$ cat config.mk
export PLATFORM = sky130hd
export DESIGN_NAME = ball_bounce_ctrl
export DESIGN_NICKNAME = d
export VERILOG_FILES = /design/src/rtl/ball_bounce_ctrl_pkg.sv /design/src/rtl/ball_bounce_ctrl_sync_edge.sv /design/src/rtl/ball_bounce_ctrl.sv
export SDC_FILE = /design/constraint.sdc
export NUM_CORES = 1
export LEC_CHECK = 0
export CORE_MARGIN = 4
export CORE_UTILIZATION = 40
export CTS_BUF_LIST = sky130_fd_sc_hd__clkbuf_4 sky130_fd_sc_hd__clkbuf_8
export DETAILED_ROUTE_END_ITERATION = 10
export DONT_BUFFER_PORTS = 1
export SETUP_SLACK_MARGIN = 0.4
export SYNTH_ARGS = -nofsm -noshare
export SYNTH_HDL_FRONTEND = slang
export SYNTH_SLANG_ARGS = --single-unit
$ cat constraint.sdc
create_clock -name clk -period 1.7 [get_ports clk]
set_clock_uncertainty 0.05 [all_clocks]
set_input_delay 0.17 -clock clk [delete_from_list [all_inputs] [get_ports clk]]
set_output_delay 0.17 -clock clk [all_outputs]
set_load 0.02 [all_outputs]
$ cat src/rtl/ball_bounce_ctrl_pkg.sv
// Shared types and playfield constants for the ball bounce controller.
package ball_bounce_ctrl_pkg;
  typedef enum logic [1:0] {
    ST_IDLE   = 2'd0,
    ST_SERVE  = 2'd1,
    ST_PLAY   = 2'd2,
    ST_PAUSED = 2'd3
  } state_e;

  localparam int PF_X_MAX = 159;
  localparam int PF_Y_MAX = 119;
  localparam int SPEED_W  = 2;
endpackage

$ cat src/rtl/ball_bounce_ctrl_sync_edge.sv
// Two-flop synchroniser followed by a single-clock rising-edge pulse.
module ball_bounce_ctrl_sync_edge (
  input  logic clk,
  input  logic reset_n,
  input  logic d_i,
  output logic rise_o
);
  logic s1_q, s2_q, s3_q;

  always_ff @(posedge clk or negedge reset_n) begin
    if (!reset_n) begin
      s1_q <= 1'b0;
      s2_q <= 1'b0;
      s3_q <= 1'b0;
    end else begin
      s1_q <= d_i;
      s2_q <= s1_q;
      s3_q <= s2_q;
    end
  end

  assign rise_o = s2_q & ~s3_q;
endmodule

$ cat src/rtl/ball_bounce_ctrl.sv
// Wall reflection, bounce counting, speed ramp and game-state sequencing
// for a single ball position generator.
module ball_bounce_ctrl
  import ball_bounce_ctrl_pkg::*;
#(
  parameter int X_MAX             = PF_X_MAX,
  parameter int Y_MAX             = PF_Y_MAX,
  parameter int SPEED_INIT        = 3,
  parameter int BOUNCES_PER_LEVEL = 8,
  parameter int SERVE_FRAMES      = 60
) (
  input  logic               clk,
  input  logic               reset_n,
  input  logic               frame_tick,
  input  logic [7:0]         x,
  input  logic [7:0]         y,
  input  logic               start,
  input  logic               pause,
  input  logic               stop,
  output logic               dir_x,
  output logic               dir_y,
  output logic [SPEED_W-1:0] speed,
  output logic               run,
  output logic               bounce,
  output logic [15:0]        bounce_count,
  output logic [1:0]         state_o
);
  localparam int LW = $clog2(BOUNCES_PER_LEVEL + 1);
  localparam int SW = $clog2(SERVE_FRAMES + 1);

  state_e             state_q, state_d;
  logic               dir_x_q, dir_x_d, dir_y_q, dir_y_d;
  logic [SPEED_W-1:0] speed_q, speed_d;
  logic               run_q, run_d, bounce_q, bounce_d, toggle_q, toggle_d;
  logic [15:0]        bcnt_q, bcnt_d;
  logic [LW-1:0]      lvl_q, lvl_d;
  logic [SW-1:0]      serve_q, serve_d;
  logic               start_rise, pause_rise, flip_x, flip_y;

  ball_bounce_ctrl_sync_edge u_sync_start (
    .clk(clk), .reset_n(reset_n), .d_i(start), .rise_o(start_rise));
  ball_bounce_ctrl_sync_edge u_sync_pause (
    .clk(clk), .reset_n(reset_n), .d_i(pause), .rise_o(pause_rise));

  // >= on the far walls also catches positions that wrapped past the limit
  assign flip_x = (x == 8'd0 && !dir_x_q) || (x >= 8'(X_MAX) && dir_x_q);
  assign flip_y = (y == 8'd0 && !dir_y_q) || (y >= 8'(Y_MAX) && dir_y_q);

  always_comb begin
    state_d  = state_q;
    dir_x_d  = dir_x_q;
    dir_y_d  = dir_y_q;
    speed_d  = speed_q;
    run_d    = run_q;
    bounce_d = 1'b0;
    toggle_d = toggle_q;
    bcnt_d   = bcnt_q;
    lvl_d    = lvl_q;
    serve_d  = serve_q;
    if (stop) begin
      state_d = ST_IDLE;
      run_d   = 1'b0;
    end else begin
      unique case (state_q)
        ST_IDLE: begin
          run_d = 1'b0;
          if (start_rise) begin
            state_d  = ST_SERVE;
            speed_d  = SPEED_W'(SPEED_INIT);
            bcnt_d   = '0;
            lvl_d    = '0;
            serve_d  = '0;
            dir_x_d  = toggle_q;
            dir_y_d  = 1'b1;
            toggle_d = ~toggle_q;
          end
        end
        ST_SERVE: begin
          run_d = 1'b0;
          if (frame_tick) begin
            if (serve_q == SW'(SERVE_FRAMES - 1)) begin
              state_d = ST_PLAY;
              run_d   = 1'b1;
            end else begin
              serve_d = serve_q + SW'(1);
            end
          end
        end
        ST_PLAY: begin
          run_d = 1'b1;
          if (pause_rise) begin
            state_d = ST_PAUSED;
            run_d   = 1'b0;
          end
          if (flip_x) dir_x_d = ~dir_x_q;
          if (flip_y) dir_y_d = ~dir_y_q;
          // a corner flips both axes but is still a single bounce
          if (flip_x || flip_y) begin
            bounce_d = 1'b1;
            if (bcnt_q != 16'hFFFF) bcnt_d = bcnt_q + 16'd1;
            if (lvl_q == LW'(BOUNCES_PER_LEVEL - 1)) begin
              lvl_d = '0;
              if (speed_q != '0) speed_d = speed_q - SPEED_W'(1);
            end else begin
              lvl_d = lvl_q + LW'(1);
            end
          end
        end
        ST_PAUSED: begin
          run_d = 1'b0;
          if (pause_rise) begin
            state_d = ST_PLAY;
            run_d   = 1'b1;
          end
        end
      endcase
    end
  end

  always_ff @(posedge clk or negedge reset_n) begin
    if (!reset_n) begin
      state_q  <= ST_IDLE;
      dir_x_q  <= 1'b1;
      dir_y_q  <= 1'b1;
      speed_q  <= SPEED_W'(SPEED_INIT);
      run_q    <= 1'b0;
      bounce_q <= 1'b0;
      toggle_q <= 1'b0;
      bcnt_q   <= '0;
      lvl_q    <= '0;
      serve_q  <= '0;
    end else begin
      state_q  <= state_d;
      dir_x_q  <= dir_x_d;
      dir_y_q  <= dir_y_d;
      speed_q  <= speed_d;
      run_q    <= run_d;
      bounce_q <= bounce_d;
      toggle_q <= toggle_d;
      bcnt_q   <= bcnt_d;
      lvl_q    <= lvl_d;
      serve_q  <= serve_d;
    end
  end

  assign dir_x        = dir_x_q;
  assign dir_y        = dir_y_q;
  assign speed        = speed_q;
  assign run          = run_q;
  assign bounce       = bounce_q;
  assign bounce_count = bcnt_q;
  assign state_o      = state_q;
endmodule

==> metrics.md, run 1 <==
| Metric | Value |
|---|---|
| Status | complete, but fails checks |
| Failing checks | setup timing |
| RSZ-0062 raised after global routing | true |
| Pwr Density | roughly 740 nW/µm² |
| First-pass GRT wire length | a little over 10 mm |
| Multiplexer share of the synthesized area | 0.04713 |
| Count of different cell masters after synthesis | 57 |
| Async SR Flop Fraction | 1.000 |
| Internal power | roughly 1.8 mW |
| Flop pwr share | 0.442 |
| Final Hold Vio Count | 0 |
| Initial antenna violation count | 0 |
| Wire per inst | 15.75 µm |
| TritonCTS Sinks | slightly above 40 |
| R2R Path Start | dir_x |
| Post-placement cell area | between 2000 and 3000 µm² |
| Vias in the first global route | approximately 2100 |
| Largest family of logic cells by synthesized area | simple AND/OR/NAND/NOR gates |
| Critical Path RT | 1.84 ns |
| Via density per instance | about 5.6 |
| Num ports | 46 |
| Fmax | about 590 MHz |
| Switching power | around 600 µW |
| Core Region | ~5600 µm² |
| DRC viols | 0 |
| Initial DRC Count | around 110 |
| Flops & latches, synth | 41 |
| Slew margin rel. | 0.7332 |
| WHS Path Cells | 2 |
| Total gr overflow | 0 |
| Initial Utilization | 0.4191 |
| Leak pwr | approximately 1.5 nW |
| HPWL after DPL | a little over 4 mm |
| Worst-Skew Late Latency | 0.30 ns |
| Gr usage total | 0.1703 |
| Syn_area_per_cell | roughly 9.5 µm² |
| Die Y | around 84 µm |
| Max Slew Vio Count | 0 |
| Count of TritonRoute iterations in the first routing pass | 4 |
| Setup violators final | 1 |
| Clk slew on worst S/H paths | roughly 0.080 ns |
| Layout cells sized above 1 | 0.4026 |
| Total detailed-routing wirelength | around 6 mm |
| Post-synthesis xor/xnor area fraction | 0.003749 |
| Crit path max fanout | 6 |
| Post-Syn Nets | 273 |
| Register area share after synthesis | 0.4413 |
| Vias after detailed routing | approximately 2100 |
| Comb pwr share | 0.173 |
| Reg-to-Reg End | bounce_count[15] |
| Nets | 333 |
| FP Rows | 27 |
| Die area | approximately 7100 µm² |
| Final Util | 0.5870 |
| DRT antenna net count | 0 |
| Mapped Area | between 2000 and 2500 µm² |
| Element type at the critical path start | flop |
| Worst hold path startpoint | stop |
| Post-Synth Adder-Cell Area | 0.02142 |
| Final Critical Period | 1.700 ns |
| Synth Area in Simple Gates | 0.2807 |
| Warnings from Yosys | 0 |
| Clk network pwr share | 0.385 |
| Sw Ratio | 0.2481 |
| Gpl congestion | ~0.87 |
| Synth Area in Compound Gates | 0.1703 |
| Area Overhead vs Synth | 40.06% |
| CTS Buf Count | 5 |
| Maximum clock insertion buffer count | 2 |
| Buffers on Ports | 0 |
| Hold worst-path end | state_o[0] |
| Worst Path Arrival | approximately 1.8 ns |
| CTS root buf | clkbuf_8 |
| Endpoint class of the critical path | flop |
| Design Area, Final | ~3300 µm² |
| Reg2Reg Setup Slack | -0.00007 ns |
| HP Class | primary input to flop |
| Worst VDD drop | 465.7 µV |
| EDFF count, synth | 0 |
| Largest net degree at the start of global routing | 42 |
| R2R depth | 6 |
| Tcrit/Tclk final | 1.000 |
| Primary FF master, synth | dfrtp_1 |
| Hold Slack | around 0.025 ns |
| Max-cap violations | 0 |
| Actual slew at the worst max-slew pin | between 0.3 and 0.4 ns |
| Synth Instances | between 200 and 250 |
| Kind of critical path | flop to flop |
| Antenna cell count | 0 |
| CTS tree | yes |
| Worst Slack Setup Final | -0.00007383 ns |
| H-tree Lvls | 2 |
| Die width | between 80 and 90 µm |
-- synth_stat cells (2+ instances only) --
master    instances  area, µm²
nor4_1            3      18.77
a211o_1           2      17.52
nand3_1          13      65.06
or3_1             2      12.51
buf_2             3      15.01
nand3b_1          3      22.52
nor3_1            6      30.03
a31oi_1           5      31.28
a32o_1            2      20.02
a211oi_1          3      22.52
o211ai_1          2      15.01
or2_2             2      12.51
nor2b_1           4      25.02
mux2i_1          11      110.1
nand4_1          14      87.58
clkbuf_1          6      22.52
a21oi_1           5      25.02
and2_1            3      18.77
and3_1            4      25.02
nand2b_1         11      68.82
nand2_1          31      116.4
o21ai_2           2      17.52
buf_4             3      22.52
o21ai_1           5      25.02
inv_1             6      22.52
dfstp_2           4      105.1
a31o_1            2      17.52
nor3b_1           2      15.01
ha_1              4      50.05
a22o_1            6      52.55
o21ai_0           4      20.02
nor2_1           13      48.80
dfrtp_1          37      925.9
-- power groups by stage --
stage / logic (mW) / registers (mW) / clock network, mW
floorplan: 0.199 / 1.10 / 0
global placement: 0.310 / 1.08 / 0
detailed placement: 0.311 / 1.09 / 0
CTS: 0.382 / 1.07 / 0.965
global route: 0.458 / 1.08 / 1.01
finish: 0.420 / 1.07 / 0.936
-- registers in the layout, summed over array words and instances (netlist names), 2 cells and up --
signal and flops:
lvl_q 4, serve_q 6, speed 2, state_o 2, bounce_count 16
-- through the flow --
step                total power, mW  instances      TNS, ns  worst slack [ns]
global route                  2.551        380       -1.488           -0.1236
global placement              1.394        355            0           0.04428
CTS                           2.414        376            0          0.009966
detailed placement            1.398        355            0           0.01170
finish                        2.429        380  -0.00007383       -0.00007383
floorplan                     1.304        247            0           0.02831
-- area by class of cell --
cell class                      instances  area [µm²]
Clock buffer                            5       68.82
Multi-Input combinational cell        188        1419
Tap cell                               72       90.09
Fill cell                             493        2302
Inverter                                6       22.52
Sequential cell                        41        1042
Clock inverter                          3       65.06
Timing Repair Buffer                   65       564.3
-- layout by cell type (no fill, tap or decap), types with 3 or more instances in the layout --
cell type and instances:
and3_1 3, a211oi_1 3, buf_6 11, o21ai_4 3
nand2_1 28, nor3_4 3, a21oi_1 3, nor3_1 4
dfrtp_1 28, nand4_1 14, inv_1 5, mux2i_1 11
buf_4 48, nor2_1 12, a31oi_1 5, clkbuf_8 5
nand3_1 11, dfstp_2 4, dfrtp_2 9, dlygate4sd3_1 4
a22o_1 6, nand3b_1 3, nand2b_1 10, o21ai_0 4
nand2_2 3
-- how the worst max path moves through the flow --
stage | from | cells past startpoint | to
6_report | dir_x | 6 | bounce_count[15]
5_1_grt | dir_x | 6 | bounce_count[15]
4_1_cts | state_o[0] | 5 | serve_q[5]
3_5_place_dp | serve_q[1] | 6 | serve_q[4]
3_3_place_gp | serve_q[0] | 6 | serve_q[4]
2_1_floorplan | dir_x | 7 | bounce_count[3]
-- logic make-up after synthesis --
family	after synthesis
buffers and inverters	18
multiplexers	11
adder cells (fa/ha/maj)	4
flip-flops	41
AND/OR/NAND/NOR	120
XOR/XNOR	1
AO/OA/AOI/OAI	52
-- worst max-delay path, cell delays in order (launching register included) --
cell,delay (ns)
dfstp_2,0.56
nand4_1,0.08
o22a_1,0.19
nand4_1,0.14
buf_6,0.14
nand4_1,0.18
o41ai_2,0.24
-- timing repair --
item,4_1_cts,5_1_grt
hold buffers,5,0
pin swaps,11,10
gates resized for setup,16,23
setup endpoints to repair,36,36
hold endpoints to repair,45,0
setup buffers,8,4
cloned,0,0
-- per-layer routing --
| layer | vias to the layer above | GRT usage | share of wire |
|---|---|---|---|
| li1 | 1042 | - | - |
| met1 | 1018 | 0.2173 | 0.44 |
| met2 | 52 | 0.2805 | 0.48 |
| met3 | 7 | 0.04809 | 0.066 |
| met4 | 0 | 0.05324 | 0.011 |
| met5 | - | 0 | 0 |
Note: power is estimated with default switching activity, not from simulation.
==> inputs of run 2 (changes only) <==
- GPL_TIMING_DRIVEN: default -> 0
==> run 2 against run 1 <==
The run still ends with setup timing left. Global-route usage fell by 0.061 points. Combinational power fell by 6.9%. Final area fell by 7.1%. Setup slack got worse by 0.12 ns. Wire length rose by 4.1%. Fmax fell by 6.8%. Core utilization fell by 4.2 points. Clock power fell by 27%. Critical path type unchanged.
==> metrics.md, run 2 (synthesis gave the netlist of run 1 again) <==
| Metric | Value |
|---|---|
| Status | complete, but fails checks |
| Failing checks | setup timing |
| Kind of critical path | flop to flop |
| Setup violators final | 26 (+25) |
| Die width | 84.42 µm (unchanged) |
| Gr usage total | 0.1697 (-0.0006148) |
| DRT antenna net count | 0 (unchanged) |
| Max FFs per register | 16 (unchanged) |
| Area Overhead vs Synth | 30.10% |
| Footprint of the multi-input gates | 1395 µm² (-1.7%) |
| Antenna cell count | 0 (unchanged) |
| Actual slew at the worst max-slew pin | 0.3469 ns (-0.05228 ns) |
| Slew margin rel. | 0.7688 (+0.03552) |
| DRC viols | 0 (unchanged) |
| Placed cell count | 319 (-10%) |
| Nets | 310 (-6.9%) |
| Final Util | 0.5452 (-0.04175) |
| Fin cells | 357 (-6.1%) |
| WHS Path Cells | 3 (+1) |
| Post-placement cell area | 2537 µm² (-9.7%) |
| Core Region | 5574 µm² (unchanged) |
| Most common cell after layout, fill and taps aside | nand2_1 |
| Layout cells sized above 1 | 0.3474 (-0.05523) |
| Buffers on Ports | 0 (unchanged) |
| CTS root buf | clkbuf_8 |
| Endpoint class of the critical path | flop |
| Num ports | 46 (unchanged) |
| Wire per inst | 17.45 µm (+11%) |
| Vias after detailed routing | 2037 (-3.9%) |
| Final Critical Period | 1.825 ns (+0.1246 ns) |
| TritonCTS Sinks | 41 (unchanged) |
| Crit path max fanout | 8 (+2) |
| Tcrit/Tclk final | 1.073 (+0.07332) |
| Fmax | 548.0 MHz (-6.8%) |
| Worst Path Arrival | 1.96 ns (+0.12 ns) |
| Worst-Skew Late Latency | 0.30 ns (about the same) |
| Initial antenna violation count | 0 (unchanged) |
| Met1 Track Usage GR | 0.2277 (+0.01044) |
| M3 GR Usage | 0.04612 (-0.001963) |
| Critical Path RT | 1.84 ns (about the same) |
| RSZ-0062 raised after global routing | true |
| Place WS | -0.2674 ns (-0.2791 ns) |
| Initial Utilization | 0.4191 (unchanged) |
| Worst VDD drop | 443.5 µV (-4.8%) |
| GRT met2 Usage | 0.2669 (-0.01363) |
| Die Y | 84.42 µm (unchanged) |
| Leak pwr | 1.332 nW (-9.8%) |
| HP Class | primary input to flop |
| Worst hold path startpoint | y[4] |
| Clk slew on worst S/H paths | 0.08 ns (about the same) |
| Commonest cells after routing, fill and taps aside | 27 x nand2_1, 24 x buf_4, 23 x dfrtp_1 |
| R2R Path Start | state_o[0] |
| Gpl congestion | 0.7834 (-10%) |
| Maximum clock insertion buffer count | 2 (unchanged) |
| First-pass GRT wire length | 9.791 mm (-2.8%) |
| Setup TNS | -1.920 ns (-1.920 ns) |
| FP Rows | 27 (unchanged) |
| Hold Slack | 0.09451 ns (+0.06977 ns) |
| Design Area, Final | 3039 µm² (-7.1%) |
| Max Slew Vio Count | 0 (unchanged) |
| HPWL after DPL | 3.839 mm (-6.0%) |
| CTS Buf Count | 5 (unchanged) |
| Count of TritonRoute iterations in the first routing pass | 4 (unchanged) |
| Via density per instance | 5.706 (+2.3%) |
| Reg2Reg Setup Slack | -0.12 ns (-0.12 ns) |
| Grt peak-use layer | met2 |
| Worst Slack Setup Final | -0.1247 ns (-0.1246 ns) |
| Total gr overflow | 0 (unchanged) |
| H-tree Lvls | 2 (unchanged) |
| Die area | 7127 µm² (unchanged) |
| CTS tree | yes |
| Vias in the first global route | 1944 (-7.8%) |
| Initial DRC Count | 101 (-9.8%) |
| Fill count | 520 (+5.5%) |
| Pwr Density | 714.3 nW/µm² (-3.8%) |
| Final Hold Vio Count | 0 (unchanged) |
| Max-cap violations | 0 (unchanged) |
| Power after layout | 2.171 mW (-11%) |
| Largest net degree at the start of global routing | 42 (unchanged) |
| Reg-to-Reg End | serve_q[2] |
| R2R depth | 4 (-2) |
| Register area | 1049 µm² (+0.60%) |
| Hold worst-path end | dir_y |
| Element type at the critical path start | flop |
| Total detailed-routing wirelength | 6.228 mm (+4.1%) |
==> run 2: cell count changes in the layout (fill, tap and decap cells not counted), moves of 3 or more <==
cell	previous run	this run
dfrtp_2	9	14
buf_8	0	3
buf_4	48	24
buf_2	0	3
dfrtp_1	28	23
buf_6	11	4
==> run 2: power breakdown <==
group / total [mW] / switching [mW] / internal (mW)
Clock: 0.683 / 0.354 / 0.329
Sequential: 1.10 / 0.0645 / 1.03
Combinational: 0.391 / 0.201 / 0.190
==> run 2: worst max path at each step <==
stage                                  end             from  slack, ns
after floorplan            bounce_count[3]            dir_x       0.03
after global placement    bounce_count[10]  bounce_count[9]      -0.26
after detailed placement  bounce_count[10]  bounce_count[9]      -0.27
after CTS                  bounce_count[3]            dir_x      -0.13
after global routing       bounce_count[3]            dir_x      -0.22
final                           serve_q[2]       state_o[0]      -0.12
==> run 2: cell type report <==
class                           instances  share of cell area
Multi-Input combinational cell        188              0.4590
Clock inverter                          2            0.004529
Timing Repair Buffer                   30             0.08769
Inverter                                6            0.007410
Sequential cell                        41              0.3450
Buffer                                 12             0.03952
Clock buffer                            6             0.02717
Tap cell                               72             0.02964
==> run 2: per-layer routing <==
layer  vias to the layer above  wire [µm]
li1                        991          -
met1                       976       2772
met2                        60       2902
met3                        10        450
met4                         0        104
met5                         -          0
==> run 2: critical path: stages, from the launching register on <==
cell	delay [ns]
dfrtp_2	0.50
or3b_4	0.41
a211oi_4	0.37
o21ai_4	0.15
a22o_1	0.23
==> run 2: timing repair <==
item                                   CTS  global route
endpoints found under the hold margin   43             0
setup endpoints to repair               35            35
resized for setup                       16            25
setup buffers                           16             8
cloned                                   1             1
pin swaps                               11            12
hold buffers                             4             0
